===== src/rtl/uart_tx_cfg.sv =====
// rtl/uart_tx_cfg.sv - configurable UART transmitter with optional parity
//
// Purpose: serialises one DATA_BITS-wide word per frame as start bit, data
//   bits LSB first, an optional parity bit and STOP_BITS stop bits. Each bit
//   is held for CYCLES_PER_BIT clocks.
// Build option: define UART_TX_PARITY_EN to build the parity bit and the
//   PARITY state; without it parity_mode is ignored and no parity is sent.
// Ports:
//   clk         in   clock, all state changes on the rising edge
//   rst         in   synchronous active-high reset
//   in          in   DATA_BITS word to send, latched on accept
//   send        in   transmit request, level-sampled while idle
//   parity_mode in   00 none, 01 even, 10 odd, 11 none; latched on accept
//   tx          out  serial line, registered, idle high
//   busy        out  high while a frame is in progress
//   done        out  one-cycle pulse in the first idle cycle after a frame
module uart_tx_cfg #(
  parameter int CYCLES_PER_BIT = 104,
  parameter int DATA_BITS      = 8,
  parameter int STOP_BITS      = 1
) (
  input  logic                 clk,
  input  logic                 rst,
  input  logic [DATA_BITS-1:0] in,
  input  logic                 send,
  input  logic [1:0]           parity_mode,
  output logic                 tx,
  output logic                 busy,
  output logic                 done
);

  localparam int CW = $clog2(CYCLES_PER_BIT);
  localparam int IW = $clog2(DATA_BITS);
  localparam logic [CW-1:0] CNT_LAST  = CW'(CYCLES_PER_BIT - 1);
  localparam logic [IW-1:0] DATA_LAST = IW'(DATA_BITS - 1);
  localparam logic [IW-1:0] STOP_LAST = IW'(STOP_BITS - 1);

  typedef enum logic [2:0] {
    S_IDLE   = 3'd0,
    S_START  = 3'd1,
    S_DATA   = 3'd2,
    S_STOP   = 3'd3
`ifdef UART_TX_PARITY_EN
    ,S_PARITY = 3'd4
`endif
  } state_e;

  state_e               state_q, state_d;
  logic [CW-1:0]        cnt_q, cnt_d;
  logic [IW-1:0]        idx_q, idx_d;
  logic [DATA_BITS-1:0] shreg_q, shreg_d;
  logic                 tx_q, tx_d;
  logic                 done_q, done_d;
  logic                 bit_end;

`ifdef UART_TX_PARITY_EN
  logic                 par_en_q, par_en_d;
  logic                 par_bit_q, par_bit_d;
`else
  logic                 unused_parity;
  assign unused_parity = ^parity_mode;
`endif

  assign bit_end = (cnt_q == CNT_LAST);

  always_ff @(posedge clk) begin
    if (rst) begin
      state_q   <= S_IDLE;
      cnt_q     <= '0;
      idx_q     <= '0;
      shreg_q   <= '0;
      tx_q      <= 1'b1;
      done_q    <= 1'b0;
`ifdef UART_TX_PARITY_EN
      par_en_q  <= 1'b0;
      par_bit_q <= 1'b0;
`endif
    end else begin
      state_q   <= state_d;
      cnt_q     <= cnt_d;
      idx_q     <= idx_d;
      shreg_q   <= shreg_d;
      tx_q      <= tx_d;
      done_q    <= done_d;
`ifdef UART_TX_PARITY_EN
      par_en_q  <= par_en_d;
      par_bit_q <= par_bit_d;
`endif
    end
  end

  // tx_d is the line level for the state being entered, so the registered
  // tx lines up with the state register without any combinational path.
  always_comb begin
    state_d   = state_q;
    cnt_d     = cnt_q + CW'(1);
    idx_d     = idx_q;
    shreg_d   = shreg_q;
    tx_d      = tx_q;
    done_d    = 1'b0;
`ifdef UART_TX_PARITY_EN
    par_en_d  = par_en_q;
    par_bit_d = par_bit_q;
`endif
    case (state_q)
      S_IDLE: begin
        cnt_d = '0;
        idx_d = '0;
        tx_d  = 1'b1;
        if (send) begin
          state_d   = S_START;
          shreg_d   = in;
          tx_d      = 1'b0;
`ifdef UART_TX_PARITY_EN
          par_en_d  = (parity_mode == 2'b01) || (parity_mode == 2'b10);
          par_bit_d = (^in) ^ (parity_mode == 2'b10);
`endif
        end
      end
      S_START: begin
        if (bit_end) begin
          cnt_d   = '0;
          state_d = S_DATA;
          tx_d    = shreg_q[0];
        end
      end
      S_DATA: begin
        if (bit_end) begin
          cnt_d = '0;
          if (idx_q == DATA_LAST) begin
            idx_d   = '0;
            state_d = S_STOP;
            tx_d    = 1'b1;
`ifdef UART_TX_PARITY_EN
            if (par_en_q) begin
              state_d = S_PARITY;
              tx_d    = par_bit_q;
            end
`endif
          end else begin
            idx_d   = idx_q + IW'(1);
            shreg_d = {1'b0, shreg_q[DATA_BITS-1:1]};
            tx_d    = shreg_q[1];
          end
        end
      end
`ifdef UART_TX_PARITY_EN
      S_PARITY: begin
        if (bit_end) begin
          cnt_d   = '0;
          state_d = S_STOP;
          tx_d    = 1'b1;
        end
      end
`endif
      S_STOP: begin
        tx_d = 1'b1;
        if (bit_end) begin
          cnt_d = '0;
          // idx is reused to count stop bits
          if (idx_q == STOP_LAST) begin
            idx_d   = '0;
            state_d = S_IDLE;
            done_d  = 1'b1;
          end else begin
            idx_d = idx_q + IW'(1);
          end
        end
      end
      default: begin
        state_d = S_IDLE;
        cnt_d   = '0;
        idx_d   = '0;
        tx_d    = 1'b1;
      end
    endcase
  end

  assign tx   = tx_q;
  assign busy = (state_q != S_IDLE);
  assign done = done_q;

endmodule


===== config.mk =====
export PLATFORM = sky130hd
export DESIGN_NAME = uart_tx_cfg
export DESIGN_NICKNAME = d
export VERILOG_FILES = /design/src/rtl/uart_tx_cfg.sv
export SDC_FILE = /design/constraint.sdc
export NUM_CORES = 1
export LEC_CHECK = 0
export CAP_MARGIN = 0
export CORE_UTILIZATION = 52
export CTS_CLUSTER_DIAMETER = 60
export DETAILED_ROUTE_END_ITERATION = 16
export PLACE_DENSITY_LB_ADDON = 0.15
export SLEW_MARGIN = 20
export SYNTH_ARGS = -nofsm -noshare
export SYNTH_HDL_FRONTEND = slang
export SYNTH_SLANG_ARGS = --single-unit

===== constraint.sdc =====
create_clock -name clk -period 2 [get_ports clk]
set_input_delay 0.2 -clock clk [delete_from_list [all_inputs] [get_ports clk]]
set_output_delay 0.2 -clock clk [all_outputs]
set_load 0.01 [all_outputs]

# Yosys cells after proc, flatten, opt, wreduce, memory -nomap -nowiden
# Cells that the tools add are included.
totals:
  register_bits: 23
  in_bits: 13
  wordCells: 57
op_classes:
  n_bitwise: 4
  n_reduce_logical: 11
  mux: 22
  n_eq_ne: 12
  addsub: 2
ops:
  columns: ["cell", "count"]
  rows:
  - ["2-to-1 mux 3 bit", 10]
  - ["2-to-1 mux 8 bit", 3]
  - ["one-hot mux 8 bit (2 select lines)", 1]
  - ["inequality test 2 bit, second input constant", 7]
  - ["one-hot mux 3 bit (4 select lines)", 1]
  - ["one-hot mux 3 bit (3 select lines)", 1]
  - ["OR reduction 3 bit", 3]
  - ["adder 7 x 1 -> 7 bit, second input constant", 1]
  - ["== test 7 bit, second input constant", 1]
  - ["== test 3 x 2 -> 1 bit, second input constant", 2]
  - ["zero test 3 bit", 2]
  - ["AND reduction 6 bit", 1]
  - ["2-to-1 mux 1 bit", 5]
  - ["inverter 1 bit", 4]
  - ["AND reduction 4 bit", 1]
  - ["adder 3 x 1 -> 3 bit, second input constant", 1]
  - ["== test 3 x 1 -> 1 bit, second input constant", 1]
  - ["== test 3 bit, second input constant", 1]
  - ["one-hot mux 1 bit (3 select lines)", 1]
  - ["AND reduction 3 bit", 1]
  - ["nonzero test 3 bit", 1]
  - ["AND reduction 2 bit", 1]
  - ["nonzero test 2 bit", 1]

# Logic depth before layout (Yosys ltp)
depth:
  word_depth: 4
  mapped_depth: 8
  ltp_nobuf: 6

# Worst setup path after synthesis
# OpenSTA, ideal clock, no wires.
synth_timing:
  path_type: "register to register"
  start: "register state_q[1]"
  end: "register shreg_q[1]"
  required_ps: 1881
  setup_ps: 119
  t_arrival_ps: 1504
  slack_ps: 377
  stages_incl_launch_ff: 9
  path_buffers: 2
  cell_sequence: "dfxtp_1 inv_1 ha_1 clkbuf_1 nand2b_1 nand2_1 or2_1 buf_2 o221a_1"
synth_via:
  elab_chain_len: 3
  elab_cells_between_ends: 8
synth_rtl:
  columns: ["item", "line_no", "text"]
  rows:
  - ["from (decl)", "48", "state_e state_q, state_d;"]
  - ["from (signal assigned)", "79", "state_q <= state_d;"]
  - ["== test 3 x 2 -> 1 bit or zero test 3 bit (tied branches)", "105", "case (state_q)"]
  - ["inequality test 2 bit (no line) or nonzero test 2 bit (tied branches)", null, null]
  - ["AND reduction 4 bit (no line)", null, null]
  - ["to (signal assigned)", "82", "shreg_q <= shreg_d;"]
  - ["to (decl)", "51", "logic [DATA_BITS-1:0] shreg_q, shreg_d;"]
# Several ways; a longest one is shown, not always the timed one.
# A chain may end at the register's enable or synchronous reset.

# Worst setup path in the final report
layout_timing:
  start: "register state_q[0]"
  end: "output busy"
layout_via:
  elab_chain_len: 1
layout_rtl:
  columns: ["item", "line_no", "text"]
  rows:
  - ["nonzero test 3 bit", "180", "assign busy = (state_q != S_IDLE);"]
  - ["to (decl)", "28", "output logic busy,"]
# No other way between the ends.

==> flow_metrics.tcl <==
set metrics [dict create \
    outcome "finished, final reports clean" \
    mostFrequentLayoutCell "nor2_1" \
    cts_root_buf "clkbuf_4" \
    min_period_ns 1.84 \
    fp.dieW_um 48.6 \
    dr.pass1.iters 5 \
    p_switching_uw 518 \
    grt_pass1_wl_um 3720 \
    synth_adder_area_share 0.0999 \
    synth-xor-area-share 0.0311 \
    cts_buffers 3 \
    power_density_nw_per_um2 1140 \
    yosys.area_share.simple 0.270 \
    fin_tns_setup_ns 0 \
    antenna_found_initial 0 \
    rsz0062_at_grt "false" \
    syn_inst 132 \
    hold_viol 0 \
    leakage_nw 0.544 \
    final_cell_mix "23 x nor2_1, 21 x dfxtp_1, 13 x clkdlybuf4s50_1" \
    vias 943 \
    crit_type "reg -> out" \
    finalMaxSlewViolations 0 \
    synth_top_cell_by_area "dfxtp_1" \
    syn_area_sq_um 1130 \
    yosysSeqAreaShare 0.391 \
    rr_startpoint "state_q[0]$_SDFFE_PP0P_" \
    diodes 0 \
    path_max_fanout 7 \
    gr-total-overflow 0 \
    initial_core_util 0.563 \
    grt_max_degree 14 \
    final_util 0.673 \
    boundaryPins 16 \
    htreeDepth 1 \
    reg2reg_depth 6 \
    clock_sinks 22 \
    cts_buffer_depth 2 \
    clock_latency_ns 0.31 \
    synth_fp_nets 154 \
    ir_drop_mv 0.675 \
    dieHeight_um 48.6 \
    r2r_slack_ns 0.23 \
    path_clk_slew_ns 0.13 \
    clock.fmax_mhz 544 \
    muxShareOfSynthArea 0.0189 \
    grt_pass1_vias 894 \
    synth_area_per_cell_sq_um 8.54 \
    drt_iter0_drc 10 \
    routed_wirelength_um 2150 \
    gr-usage-all-layers 0.201 \
    finalPower_mw 1.54 \
    routedWlPerCell_um 12.4 \
    ys_types 32 \
    synth-seq-cells 22 \
    place_congestion 0.864 \
    clockPowerShare 0.221 \
    p_int_mw 1.02 \
    area_delta_synth_final_pct 19.4 \
    final_nets 170 \
    slew_headroom 0.674 \
    crit_path_start_kind "flip-flop" \
    num-fill-cells 162 \
    rows 16 \
    crit_start "state_q[0]$_SDFFE_PP0P_" \
    dpl.cell_count 170 \
    drive_above_1_share 0.0748 \
    dieArea_sq_um 2360 \
    portBuffers 13 \
    ant_nets 0 \
    tightest_slew_ns 0.486 \
    cts_hold_buf 0 \
    synth_top_family_by_area "simple AND/OR/NAND/NOR gates" \
    coreArea_sq_um 2000 \
    post-route-drc-count 0 \
    power_frac_seq 0.397 \
    synth_top_area_frac 0.391 \
    cts_tree "built" \
    post-dp-hpwl_um 1660 \
    endpoint "busy" \
    r2r-end "state_q[0]$_SDFFE_PP0P_" \
    worst_ep_arrival_time_ns 1.64 \
    hold_class "in -> reg" \
    critPathCaptureType "output port" \
    required_ns 1.80 \
    switching_share 0.337 \
    yosys_warnings 0 \
    finalNonFillerCells 174 \
    fin_crit_sh 0.920 \
    setup_viol_count_final 0 \
    cap_violations 0 \
    finClkSkew_ns 0.00874 \
    synth.top_cells.by_area "dfxtp_1 39%, ha_1 10%, nor2_1 7.7%" \
    viasPerCell 5.42 \
    comb_power_share 0.383 \
    synth-compound-area-share 0.152 \
]
==> repair_timing <==
item / CTS / global route
gates resized for setup: 0 / 2
setup buffers: 0 / 0
endpoints found under the setup margin: 0 / 1
==> worst max-delay path, stage by stage (launching register included) <==
cell	delay, ns
dfxtp_1	0.40
inv_1	0.09
ha_2	0.23
inv_1	0.08
clkdlybuf4s50_1	0.54
==> power by group through the flow <==
stage	clock network [mW]	registers, mW	logic (mW)
3_5_place_dp	0	0.617	0.580
6_report	0.339	0.610	0.589
2_1_floorplan	0	0.605	0.404
4_1_cts	0.347	0.608	0.589
5_1_grt	0.364	0.624	0.669
3_3_place_gp	0	0.613	0.568
==> state kept, by name, indices dropped and copies added, names as in the netlist <==
register / flops
shreg_q: 8
cnt_q: 7
idx_q: 3
state_q: 2
done: 1
tx: 1
==> through the flow <==
stage | hold WS (ns) | instance area, sq um | setup WS (ns)
after floorplan | 0.350 | 1130 | 0.377
after global placement | 0.422 | 1290 | 0.289
after detailed placement | 0.436 | 1290 | 0.265
after CTS | 0.440 | 1340 | 0.0493
after global routing | 0.464 | 1350 | 0.0510
final | 0.444 | 1350 | 0.160
==> Yosys cell counts, drive strengths merged <==
cell,count
a21oi,7
or3,1
nor2b,3
or3b,2
buf,1
xor2,2
nand3b,2
nor2,23
nor4b,1
o21ai,6
xnor2,2
nor3b,3
nand2,9
mux2,1
nand2b,2
inv,7
o221a,7
mux2i,1
ha,9
o211ai,1
or2,2
dfxtp,22
nor3,3
and2,1
clkbuf,3
nand3,5
a31oi,2
a21boi,1
and3,3
==> cell type report <==
| cell class | count | area, sq um | area share |
|---|---|---|---|
| timing repair buffer | 15 | 145 | 0.108 |
| tap | 27 | 33.8 | 0.0251 |
| sequential | 22 | 442 | 0.328 |
| multi-input combinational | 99 | 647 | 0.480 |
| clock buffer | 3 | 22.5 | 0.0167 |
| clock inverter | 1 | 30.0 | 0.0223 |
| inverter | 7 | 26.3 | 0.0195 |
==> logic make-up after synthesis <==
kind of cell	count (synthesis)
adder cells (fa/ha/maj)	9
buffers and inverters	11
flip-flops	22
multiplexers	2
XOR/XNOR	4
AO/OA/AOI/OAI	24
AND/OR/NAND/NOR	60
==> how the worst min path moves through the flow <==
stage | to | depth (start not counted) | from | slack (ns)
final | shreg_q[7]$_SDFFE_PP0P_ | 3 | in[7] | 0.44
after global routing | shreg_q[7]$_SDFFE_PP0P_ | 3 | in[7] | 0.46
after CTS | shreg_q[7]$_SDFFE_PP0P_ | 3 | in[7] | 0.44
after detailed placement | cnt_q[0]$_SDFF_PP0_ | 1 | cnt_q[0]$_SDFF_PP0_ | 0.44
after global placement | cnt_q[0]$_SDFF_PP0_ | 1 | cnt_q[0]$_SDFF_PP0_ | 0.42
after floorplan | shreg_q[7]$_SDFFE_PP0P_ | 2 | in[7] | 0.35
==> routing by layer <==
layer	vias to the layer above	wire, um	global-route usage
li1	488	-	-
met1	436	1020	0.242
met2	15	1050	0.364
met3	4	53	0.0377
met4	0	25	0.0588
met5	-	0	0
(Power assumes the default switching activity.)
